<file path="src/rtl/ahb_pkg.sv">
// ============================================================================
// ahb_pkg: shared AHB-Lite encodings and helpers for the interconnect slice.
// Rev 1.0
// ============================================================================
`default_nettype none

package ahb_pkg;

  typedef logic [1:0] htrans_t;
  typedef logic [2:0] hburst_t;

  localparam htrans_t HTRANS_IDLE   = 2'b00;
  localparam htrans_t HTRANS_BUSY   = 2'b01;
  localparam htrans_t HTRANS_NONSEQ = 2'b10;
  localparam htrans_t HTRANS_SEQ    = 2'b11;

  localparam hburst_t HBURST_SINGLE = 3'b000;
  localparam hburst_t HBURST_INCR   = 3'b001;
  localparam hburst_t HBURST_WRAP4  = 3'b010;
  localparam hburst_t HBURST_INCR4  = 3'b011;
  localparam hburst_t HBURST_WRAP8  = 3'b100;
  localparam hburst_t HBURST_INCR8  = 3'b101;
  localparam hburst_t HBURST_WRAP16 = 3'b110;
  localparam hburst_t HBURST_INCR16 = 3'b111;

  localparam logic HRESP_OKAY  = 1'b0;
  localparam logic HRESP_ERROR = 1'b1;

  // Index width for n items, never narrower than one bit.
  function automatic int idx_width(input int n);
    return (n > 1) ? $clog2(n) : 1;
  endfunction

endpackage

`default_nettype wire

</file>
<file path="src/rtl/ahb_rr_arbiter.sv">
// ============================================================================
// ahb_rr_arbiter: round-robin next-owner selection with hold and park.
// Rev 1.0
// ============================================================================
`default_nettype none

module ahb_rr_arbiter
  import ahb_pkg::*;
#(
  parameter int N  = 2,
  parameter int IW = idx_width(N)
) (
  input  logic [N-1:0]  req,
  input  logic          hold,
  input  logic          advance,
  input  logic [IW-1:0] cur,
  output logic [IW-1:0] nxt
);

  logic found;

  // Scan starts just after the current owner; offset N revisits the owner itself.
  always_comb begin
    nxt   = cur;
    found = 1'b0;
    if (advance && !hold) begin
      for (int off = 1; off <= N; off++) begin
        for (int k = 0; k < N; k++) begin
          if (!found && req[k] && (k == ((int'(cur) + off) % N))) begin
            nxt   = IW'(k);
            found = 1'b1;
          end
        end
      end
    end
  end

endmodule

`default_nettype wire

</file>
<file path="src/rtl/ahb_interconnect.sv">
// ============================================================================
// ahb_interconnect: N-manager / M-subordinate AHB-Lite shared bus with default slave.
// Rev 1.0
// ============================================================================
`default_nettype none

module ahb_interconnect
  import ahb_pkg::*;
#(
  parameter int N_MANAGERS     = 2,
  parameter int N_SUBORDINATES = 2,
  parameter int ADDR_WIDTH     = 32,
  parameter int DATA_WIDTH     = 32,
  parameter logic [N_SUBORDINATES*ADDR_WIDTH-1:0] SUB_BASE_ADDRS = {32'h00080000, 32'h00000000},
  parameter logic [N_SUBORDINATES*ADDR_WIDTH-1:0] SUB_END_ADDRS  = {32'h000FFFFF, 32'h0007FFFF}
) (
  input  logic                                 clk,
  input  logic                                 rst,
  input  logic [N_MANAGERS*ADDR_WIDTH-1:0]     m_haddr,
  input  logic [N_MANAGERS*2-1:0]              m_htrans,
  input  logic [N_MANAGERS-1:0]                m_hwrite,
  input  logic [N_MANAGERS*3-1:0]              m_hsize,
  input  logic [N_MANAGERS*3-1:0]              m_hburst,
  input  logic [N_MANAGERS*4-1:0]              m_hprot,
  input  logic [N_MANAGERS-1:0]                m_hmastlock,
  input  logic [N_MANAGERS*DATA_WIDTH-1:0]     m_hwdata,
  output logic [N_MANAGERS*DATA_WIDTH-1:0]     m_hrdata,
  output logic [N_MANAGERS-1:0]                m_hready,
  output logic [N_MANAGERS-1:0]                m_hresp,
  output logic [N_SUBORDINATES-1:0]            s_hsel,
  output logic [ADDR_WIDTH-1:0]                s_haddr,
  output logic [1:0]                           s_htrans,
  output logic                                 s_hwrite,
  output logic [2:0]                           s_hsize,
  output logic [2:0]                           s_hburst,
  output logic [3:0]                           s_hprot,
  output logic                                 s_hmastlock,
  output logic [DATA_WIDTH-1:0]                s_hwdata,
  output logic                                 s_hready,
  input  logic [N_SUBORDINATES-1:0]            s_hreadyout,
  input  logic [N_SUBORDINATES-1:0]            s_hresp,
  input  logic [N_SUBORDINATES*DATA_WIDTH-1:0] s_hrdata,
  output logic [idx_width(N_MANAGERS)-1:0]     hmaster
);

  localparam int IW = idx_width(N_MANAGERS);
  localparam int SW = idx_width(N_SUBORDINATES + 1);
  // The default subordinate sits one past the last real subordinate.
  localparam logic [SW-1:0] DEF_SEL = SW'(N_SUBORDINATES);

  localparam logic [0:0] ERR_IDLE = 1'b0;
  localparam logic [0:0] ERR_ERR1 = 1'b1;

  logic [IW-1:0]         addr_owner;
  logic [IW-1:0]         data_owner;
  logic [SW-1:0]         data_sel;
  logic                  data_active;
  logic [0:0]            err_state;
  logic [0:0]            err_next;

  logic [ADDR_WIDTH-1:0] own_haddr;
  htrans_t               own_htrans;
  logic                  own_hwrite;
  logic [2:0]            own_hsize;
  hburst_t               own_hburst;
  logic [3:0]            own_hprot;
  logic                  own_hmastlock;

  logic [N_MANAGERS-1:0] req;
  logic                  hold;
  logic [IW-1:0]         arb_next;
  logic [SW-1:0]         addr_sel;

  logic                  sel_ready;
  logic                  sel_resp;
  logic [DATA_WIDTH-1:0] sel_rdata;
  logic                  def_ready;
  logic                  def_resp;
  logic                  data_is_def;
  logic                  hready_bus;
  logic                  data_resp;
  logic [DATA_WIDTH-1:0] data_rdata;
  logic [DATA_WIDTH-1:0] data_hwdata;

  always_comb begin
    own_haddr     = '0;
    own_htrans    = HTRANS_IDLE;
    own_hwrite    = 1'b0;
    own_hsize     = '0;
    own_hburst    = HBURST_SINGLE;
    own_hprot     = '0;
    own_hmastlock = 1'b0;
    data_hwdata   = '0;
    for (int k = 0; k < N_MANAGERS; k++) begin
      if (addr_owner == IW'(k)) begin
        own_haddr     = m_haddr[k*ADDR_WIDTH +: ADDR_WIDTH];
        own_htrans    = m_htrans[k*2 +: 2];
        own_hwrite    = m_hwrite[k];
        own_hsize     = m_hsize[k*3 +: 3];
        own_hburst    = m_hburst[k*3 +: 3];
        own_hprot     = m_hprot[k*4 +: 4];
        own_hmastlock = m_hmastlock[k];
      end
      if (data_owner == IW'(k)) begin
        data_hwdata = m_hwdata[k*DATA_WIDTH +: DATA_WIDTH];
      end
    end
  end

  // Descending scan so the lowest matching subordinate wins on overlap.
  always_comb begin
    addr_sel = DEF_SEL;
    for (int j = N_SUBORDINATES - 1; j >= 0; j--) begin
      if ((own_haddr >= SUB_BASE_ADDRS[j*ADDR_WIDTH +: ADDR_WIDTH]) &&
          (own_haddr <= SUB_END_ADDRS[j*ADDR_WIDTH +: ADDR_WIDTH])) begin
        addr_sel = SW'(j);
      end
    end
  end

  always_comb begin
    s_hsel = '0;
    for (int j = 0; j < N_SUBORDINATES; j++) begin
      s_hsel[j] = (own_htrans != HTRANS_IDLE) && (addr_sel == SW'(j));
    end
  end

  always_comb begin
    sel_ready = 1'b1;
    sel_resp  = HRESP_OKAY;
    sel_rdata = '0;
    for (int j = 0; j < N_SUBORDINATES; j++) begin
      if (data_sel == SW'(j)) begin
        sel_ready = s_hreadyout[j];
        sel_resp  = s_hresp[j];
        sel_rdata = s_hrdata[j*DATA_WIDTH +: DATA_WIDTH];
      end
    end
  end

  assign data_is_def = (data_sel == DEF_SEL);

  // Two-cycle ERROR: first cycle stalls, second completes.
  always_comb begin
    def_ready = 1'b1;
    def_resp  = HRESP_OKAY;
    err_next  = ERR_IDLE;
    case (err_state)
      ERR_IDLE: begin
        if (data_active && data_is_def) begin
          def_ready = 1'b0;
          def_resp  = HRESP_ERROR;
          err_next  = ERR_ERR1;
        end
      end
      ERR_ERR1: begin
        def_resp = HRESP_ERROR;
        err_next = ERR_IDLE;
      end
      default: err_next = ERR_IDLE;
    endcase
  end

  always_comb begin
    if (!data_active) begin
      hready_bus = 1'b1;
      data_resp  = HRESP_OKAY;
      data_rdata = '0;
    end else if (data_is_def) begin
      hready_bus = def_ready;
      data_resp  = def_resp;
      data_rdata = '0;
    end else begin
      hready_bus = sel_ready;
      data_resp  = sel_resp;
      data_rdata = sel_rdata;
    end
  end

  assign hold = own_hmastlock ||
                (own_htrans == HTRANS_SEQ) ||
                ((own_htrans == HTRANS_NONSEQ) && (own_hburst != HBURST_SINGLE));

  ahb_rr_arbiter #(
    .N  (N_MANAGERS),
    .IW (IW)
  ) u_arb (
    .req     (req),
    .hold    (hold),
    .advance (hready_bus),
    .cur     (addr_owner),
    .nxt     (arb_next)
  );

  always_ff @(posedge clk) begin
    if (rst) begin
      addr_owner  <= '0;
      data_owner  <= '0;
      data_sel    <= DEF_SEL;
      data_active <= 1'b0;
      err_state   <= ERR_IDLE;
    end else begin
      addr_owner <= arb_next;
      err_state  <= err_next;
      if (hready_bus) begin
        data_owner  <= addr_owner;
        data_sel    <= addr_sel;
        data_active <= own_htrans[1];
      end
    end
  end

  generate
    for (genvar k = 0; k < N_MANAGERS; k++) begin : g_mgr
      assign req[k] = m_htrans[k*2 + 1];
      assign m_hrdata[k*DATA_WIDTH +: DATA_WIDTH] = data_rdata;
      assign m_hresp[k]  = (data_owner == IW'(k)) ? data_resp : HRESP_OKAY;
      // A requesting non-owner is held off until it wins the address phase.
      assign m_hready[k] = (addr_owner == IW'(k)) ? hready_bus : !m_htrans[k*2 + 1];
    end
  endgenerate

  assign s_haddr     = own_haddr;
  assign s_htrans    = own_htrans;
  assign s_hwrite    = own_hwrite;
  assign s_hsize     = own_hsize;
  assign s_hburst    = own_hburst;
  assign s_hprot     = own_hprot;
  assign s_hmastlock = own_hmastlock;
  assign s_hwdata    = data_hwdata;
  assign s_hready    = hready_bus;
  assign hmaster     = addr_owner;

endmodule

`default_nettype wire
</file>
<file path="config.mk">
export PLATFORM = sky130hd
export DESIGN_NAME = ahb_interconnect
export DESIGN_NICKNAME = d
export VERILOG_FILES = /design/src/rtl/ahb_pkg.sv /design/src/rtl/ahb_rr_arbiter.sv /design/src/rtl/ahb_interconnect.sv
export SDC_FILE = /design/constraint.sdc
export NUM_CORES = 1
export LEC_CHECK = 0
export ABC_CLOCK_PERIOD_IN_PS = 4900
export BUFFER_PORTS_ARGS = -buffer_cell sky130_fd_sc_hd__buf_2
export CAP_MARGIN = 20
export CORE_AREA = 3 3 143 145
export DETAILED_ROUTE_END_ITERATION = 8
export DIE_AREA = 0 0 146 148
export PLACE_DENSITY = 0.5
export SKIP_CTS_REPAIR_TIMING = 1
export SYNTH_ARGS = -nofsm -noshare
export SYNTH_HDL_FRONTEND = slang
export SYNTH_HIERARCHICAL = 1
export SYNTH_SLANG_ARGS = --single-unit
</file>
<file path="constraint.sdc">
create_clock -name clk -period 4.9 [get_ports clk]
set_input_delay 1.47 -clock clk [delete_from_list [all_inputs] [get_ports clk]]
set_output_delay 1.47 -clock clk [all_outputs]
set_load 0.02 [all_outputs]
</file>
After elaboration in Yosys (flattened, before gate mapping) --
Index checks and enable logic that the tools add are counted.
Word-level totals: flip-flop bits (word level) 6, output and inout port bits 150, bits of input ports 226, word-level logic and storage cells 92
Cells by class: muxes and demuxes 41, $lt $le $gt $ge 4, equality and inequality tests 7, bitwise gates (word level) 3, reduce and logical (&&, ||, !) cells 30, $add $sub $neg 2
Operators with widths (number):
- 32-bit two-way mux | 6
- 32-bit zero test | 2
- 32-bit by 1-bit >= comparator with 1-bit output (second input constant) | 1
- 32-bit by 20-bit >= comparator with 1-bit output (second input constant) | 1
- 32-bit by 19-bit <= comparator with 1-bit output (second input constant) | 1
- 32-bit by 20-bit <= comparator with 1-bit output (second input constant) | 1
- 1-bit two-way mux | 27
- 1-bit logical AND | 14
- 2-bit == test (second input constant) | 3
- 1-bit zero test | 6
- 2-bit two-way mux | 3
- 3-bit two-way mux | 2
- 2-bit by 1-bit == test with 1-bit output (second input constant) | 2
- 2-bit == test (first input constant) | 2
- 2-bit zero test | 2
- 4-bit two-way mux | 1
- 1-bit case mux with 2 select lines | 2
- 4-bit nonzero test | 1
- 3-bit nonzero test | 1
- 1-bit adder (second input constant) | 2
- 1-bit bitwise AND (first input constant) | 2
- 1-bit logical OR | 2
- 2-bit AND reduction | 1
- 2-bit nonzero test | 1
- 1-bit inverter | 1

Logic depth before layout (Yosys ltp) --
word-level depth 23, gate-level depth with buffers 9, gate-level depth less buffers 7

Hierarchy --
Netlist, hierarchy kept.
Modules (own cells, without submodules):
- ahb_interconnect | cells an instance 238, instances 1, area an instance 2014.4 um^2, seq. area each 120.1 um^2
- ahb_rr_arbiter | cells an instance 3, instances 1, area an instance 25.0 um^2, seq. area each 0.0 um^2

Least setup slack after synthesis --
No wires, ideal clock.
kind input port to output port, start input m_haddr[54], end output s_hsel[0], arrival time 2.822 ns, stages 4, required time 3.430 ns, setup slack 0.608 ns, cell sequence or4b_1 nor3_2 a31oi_1 a211oi_1
Between the ends: longest elaborated chain between the ends 7, elaborated cells on any way between the ends 11, those cells by class order compare: 4; mux: 3; reduce/logical: 4
Ends and longest elaborated chain:
- from (decl) | RTL line ahb_interconnect.sv:19 | input logic [N_MANAGERS*ADDR_WIDTH-1:0] m_haddr,
- 32-bit two-way mux * | RTL line ahb_interconnect.sv:95 | if (addr_owner == IW'(k)) begin
- 32-bit by 20-bit >= comparator with 1-bit output or 32-bit by 20-bit <= comparator with 1-bit output (tied branches) | RTL line ahb_interconnect.sv:114, ahb_interconnect.sv:115
- 1-bit logical AND | RTL line ahb_interconnect.sv:114 | if ((own_haddr >= SUB_BASE_ADDRS[j*ADDR_WIDTH +: ADDR_WIDTH]) &&
- 2-bit two-way mux | RTL line ahb_interconnect.sv:114
- 2-bit two-way mux * | RTL line ahb_interconnect.sv:114
- 2-bit zero test * | RTL line ahb_interconnect.sv:124 | s_hsel[j] = (own_htrans != HTRANS_IDLE) && (addr_sel == SW'(j));
- 1-bit logical AND * | RTL line ahb_interconnect.sv:124
- to (decl) | RTL line ahb_interconnect.sv:30 | output logic [N_SUBORDINATES-1:0] s_hsel,
Every way passes the cells marked *; elsewhere a longest branch is shown, timed or not.

Worst setup path in the final report --
start input m_haddr[54], end output s_hsel[1]
Between the ends: longest elaborated chain between the ends 7, elaborated cells on any way between the ends 11, those cells by class order compare: 4; eq/ne: 1; mux: 3; reduce/logical: 3
Ends and longest elaborated chain (RTL line):
- 32-bit two-way mux * | ahb_interconnect.sv:95
- 32-bit by 20-bit >= comparator with 1-bit output or 32-bit by 20-bit <= comparator with 1-bit output (tied branches) | ahb_interconnect.sv:114, ahb_interconnect.sv:115
- 1-bit logical AND | ahb_interconnect.sv:114
- 2-bit two-way mux | ahb_interconnect.sv:114
- 2-bit two-way mux * | ahb_interconnect.sv:114
- 2-bit by 1-bit == test with 1-bit output * | ahb_interconnect.sv:124
- 1-bit logical AND * | ahb_interconnect.sv:124
Marked as above.

==> flow_metrics.env <==
export IMPL_worstMarginPinSlew_ns=0.557
export IMPL_start_kind="primary input"
export IMPL_numCtsBuffers=3
export IMPL_min_from="data_owner"
export IMPL_min_period_ns=4.35
export IMPL_ys_flop_type="dfxtp_1"
export IMPL_core_area_um2=19300
export IMPL_grt_setup_unrepaired="no"
export IMPL_netlist_instances=241
export IMPL_yosysMostFrequentCell="mux2_2"
export IMPL_max_stage_delay_ns=0.56
export IMPL_num_rows=51
export IMPL_path_buf_inv=2
export IMPL_grtUsageTotal_pct=9.54
export IMPL_reg2reg_to="hmaster"
export IMPL_fin_crit_sh_pct=88.9
export IMPL_gp_routability_congestion=0.906
export IMPL_drtAntennaViolNets=0
export IMPL_post_route_util_pct=20.9
export IMPL_synth_top_area_cell="mux2_2"
export IMPL_path_cells="buf_2, or4b_1, nor3_2, a31oi_1, a211oi_1, buf_2"
export IMPL_path_delay_family="simple AND/OR/NAND/NOR gates"
export IMPL_critPathLaunch="m_haddr[54]"
export IMPL_grt_pass1_vias=2978
export IMPL_r2r_start="hmaster"
export IMPL_path_class="in -> out"
export IMPL_port_buffer_count=375
export IMPL_finalClockSkew_ns=0.00224
export IMPL_avgViaCountPerCell=3.63
export IMPL_register_area_um2=123
export IMPL_final_max_slew_viol_count=0
export IMPL_hold_viol_final=0
export IMPL_avgSynthCellArea_um2=8.46
export IMPL_cp_slowest_cell="or4b_1"
export IMPL_crit_top_cell="buf_2"
export IMPL_crit_cells=6
export IMPL_start_util_pct=10.5
export IMPL_antenna_found_initial=3
export IMPL_synth_edf_count=0
export IMPL_arrival_ns=2.88
export IMPL_synth_area_leaders="mux2_2 42%, mux2i_1 18%, buf_4 12%, nor2_1 6.6%, dfxtp_1 5.9%"
export IMPL_status="completed"
export IMPL_critPathCaptureType="primary output"
export IMPL_dpl_worst_slack_ns=0.543
export IMPL_grt_overflow_total=0
export IMPL_cts_sinks=6
export IMPL_h_tree_depth=1
export IMPL_area_growth_pct=97.7
export IMPL_hold_path_depth=2
export IMPL_synth_top_area_share_pct=42.0
export IMPL_drive_above_1_share_pct=80.6
export IMPL_setup_ws_ns=0.546
export IMPL_powerDensity_nw_per_um2=136
export IMPL_cts_buffer_depth=2
export IMPL_wl_per_cell_um=13.8
export IMPL_slew_headroom_pct=61.8
export IMPL_grt_max_degree=35
export IMPL_dieArea_um2=21600
export IMPL_async_flop_share_pct=0
export IMPL_hp_class="reg -> reg"
export IMPL_vdd_ir_drop_max_mv=0.106
export IMPL_drc=0
export IMPL_layout_nets=801
export IMPL_fmax_ghz=0.230
export IMPL_multi_input_area_um2=1580
export IMPL_ys_seq_area_share_pct=5.89
export IMPL_ff2ff_setup_slack_ns=2.43
export IMPL_cts_tree="yes"
export IMPL_worstHoldEndpoint="data_owner"
export IMPL_clock_latency_ns=0.23
export IMPL_ys_seq_elements=6
export IMPL_ios=376
export IMPL_clk_pin_slew_ns=0.03
export IMPL_dpl_hpwl_mm=10.3
export IMPL_syn_area_um2=2040
export IMPL_required_ns=3.43
export IMPL_setup_viol=0
export IMPL_fillers=2175
export IMPL_vias=3043
export IMPL_power_total_mw=0.548
export IMPL_synth_common_cells="76 x mux2_2, 36 x mux2i_1, 36 x nor2_1, 33 x buf_4, 11 x buf_2"
export IMPL_reg2reg_depth=6
export IMPL_leakage_nw=2.17
export IMPL_fin_setup_tns_ns=0
export IMPL_yosys_warnings=6
export IMPL_clockRootBuffer="clkbuf_16"
export IMPL_worst_path_max_fanout=4
export IMPL_drt_first_pass_iters=4
export IMPL_die_width_um=146
export IMPL_wl_mm=11.6
export IMPL_die_y_um=148
export IMPL_ys_types=32
export IMPL_synthesis_nets=467
export IMPL_drt_initial_drc_count=100
export IMPL_grt_pass1_wl_mm=16.4
export IMPL_maxCapViolations=0
[how the worst max path moves through the flow]
stage | endpoint | slack, ns
after floorplan | s_hsel[0] | 0.61
after global routing | s_hsel[0] | 0.48
final | s_hsel[1] | 0.55
after global placement | s_hsel[0] | 0.55
after detailed placement | s_hsel[0] | 0.54
after CTS | s_hsel[1] | 0.53
[through the flow]
step	area, um2	instances	hold WS, ns
final	4030	839	0.454
after global routing	4030	839	0.487
after CTS	4030	838	0.460
after detailed placement	3960	835	0.455
after global placement	3960	835	0.462
after floorplan	2040	241	0.504
[layout make-up]
cell class	instances	share of cell area, %
timing repair buffer	379	47.3
clock buffer	3	1.86
antenna	1	0.0621
multi-input combinational	181	39.2
tap	265	8.22
sequential	6	3.04
inverter	4	0.372
[registers in the layout, summed over array words and instances (netlist names)]
| name | count |
|---|---|
| data_active | 1 |
| data_owner | 1 |
| data_sel | 2 |
| err_state | 1 |
| hmaster | 1 |
[power by group]
group | total [mW] | internal [mW] | switching (mW)
Sequential | 0.0602 | 0.0523 | 0.00792
Combinational | 0.357 | 0.168 | 0.189
Clock | 0.130 | 0.105 | 0.0255
Total | 0.548 | 0.325 | 0.222
[cell usage in the layout (no fill, tap or decap), types with 2 or more instances in the layout]
cell,Yosys,final
nor2_1,36,36
nor3_1,2,2
dfxtp_1,6,4
dfxtp_2,0,2
a211oi_1,2,2
inv_1,4,4
mux2_2,76,76
clkbuf_16,0,3
nand2_1,4,4
buf_2,11,375
mux2i_1,36,36
buf_4,33,4
a21oi_1,2,2
nor4_1,4,4
[layer usage]
metal | vias up | track usage, % | part of all wire (%)
met5 | - | 0 | 0.20
met1 | 1348 | 11.3 | 39
li1 | 1499 | - | -
met4 | 4 | 1.18 | 0.61
met3 | 8 | 3.25 | 10
met2 | 184 | 17.2 | 50
[cell families after synthesis]
kind of cell / Yosys count / share of synthesized area [%]
multiplexers: 112 / 59.6
buffers and inverters: 54 / 16.7
flip-flops: 6 / 5.89
AO/OA/AOI/OAI: 12 / 4.11
AND/OR/NAND/NOR: 57 / 13.7
[worst min-delay path, cell delays in order (launching register included)]
cell and delay [ns]:
dfxtp_1 0.30, nand2_1 0.05, a21oi_1 0.05
Note: power is estimated with default switching activity, not from simulation.
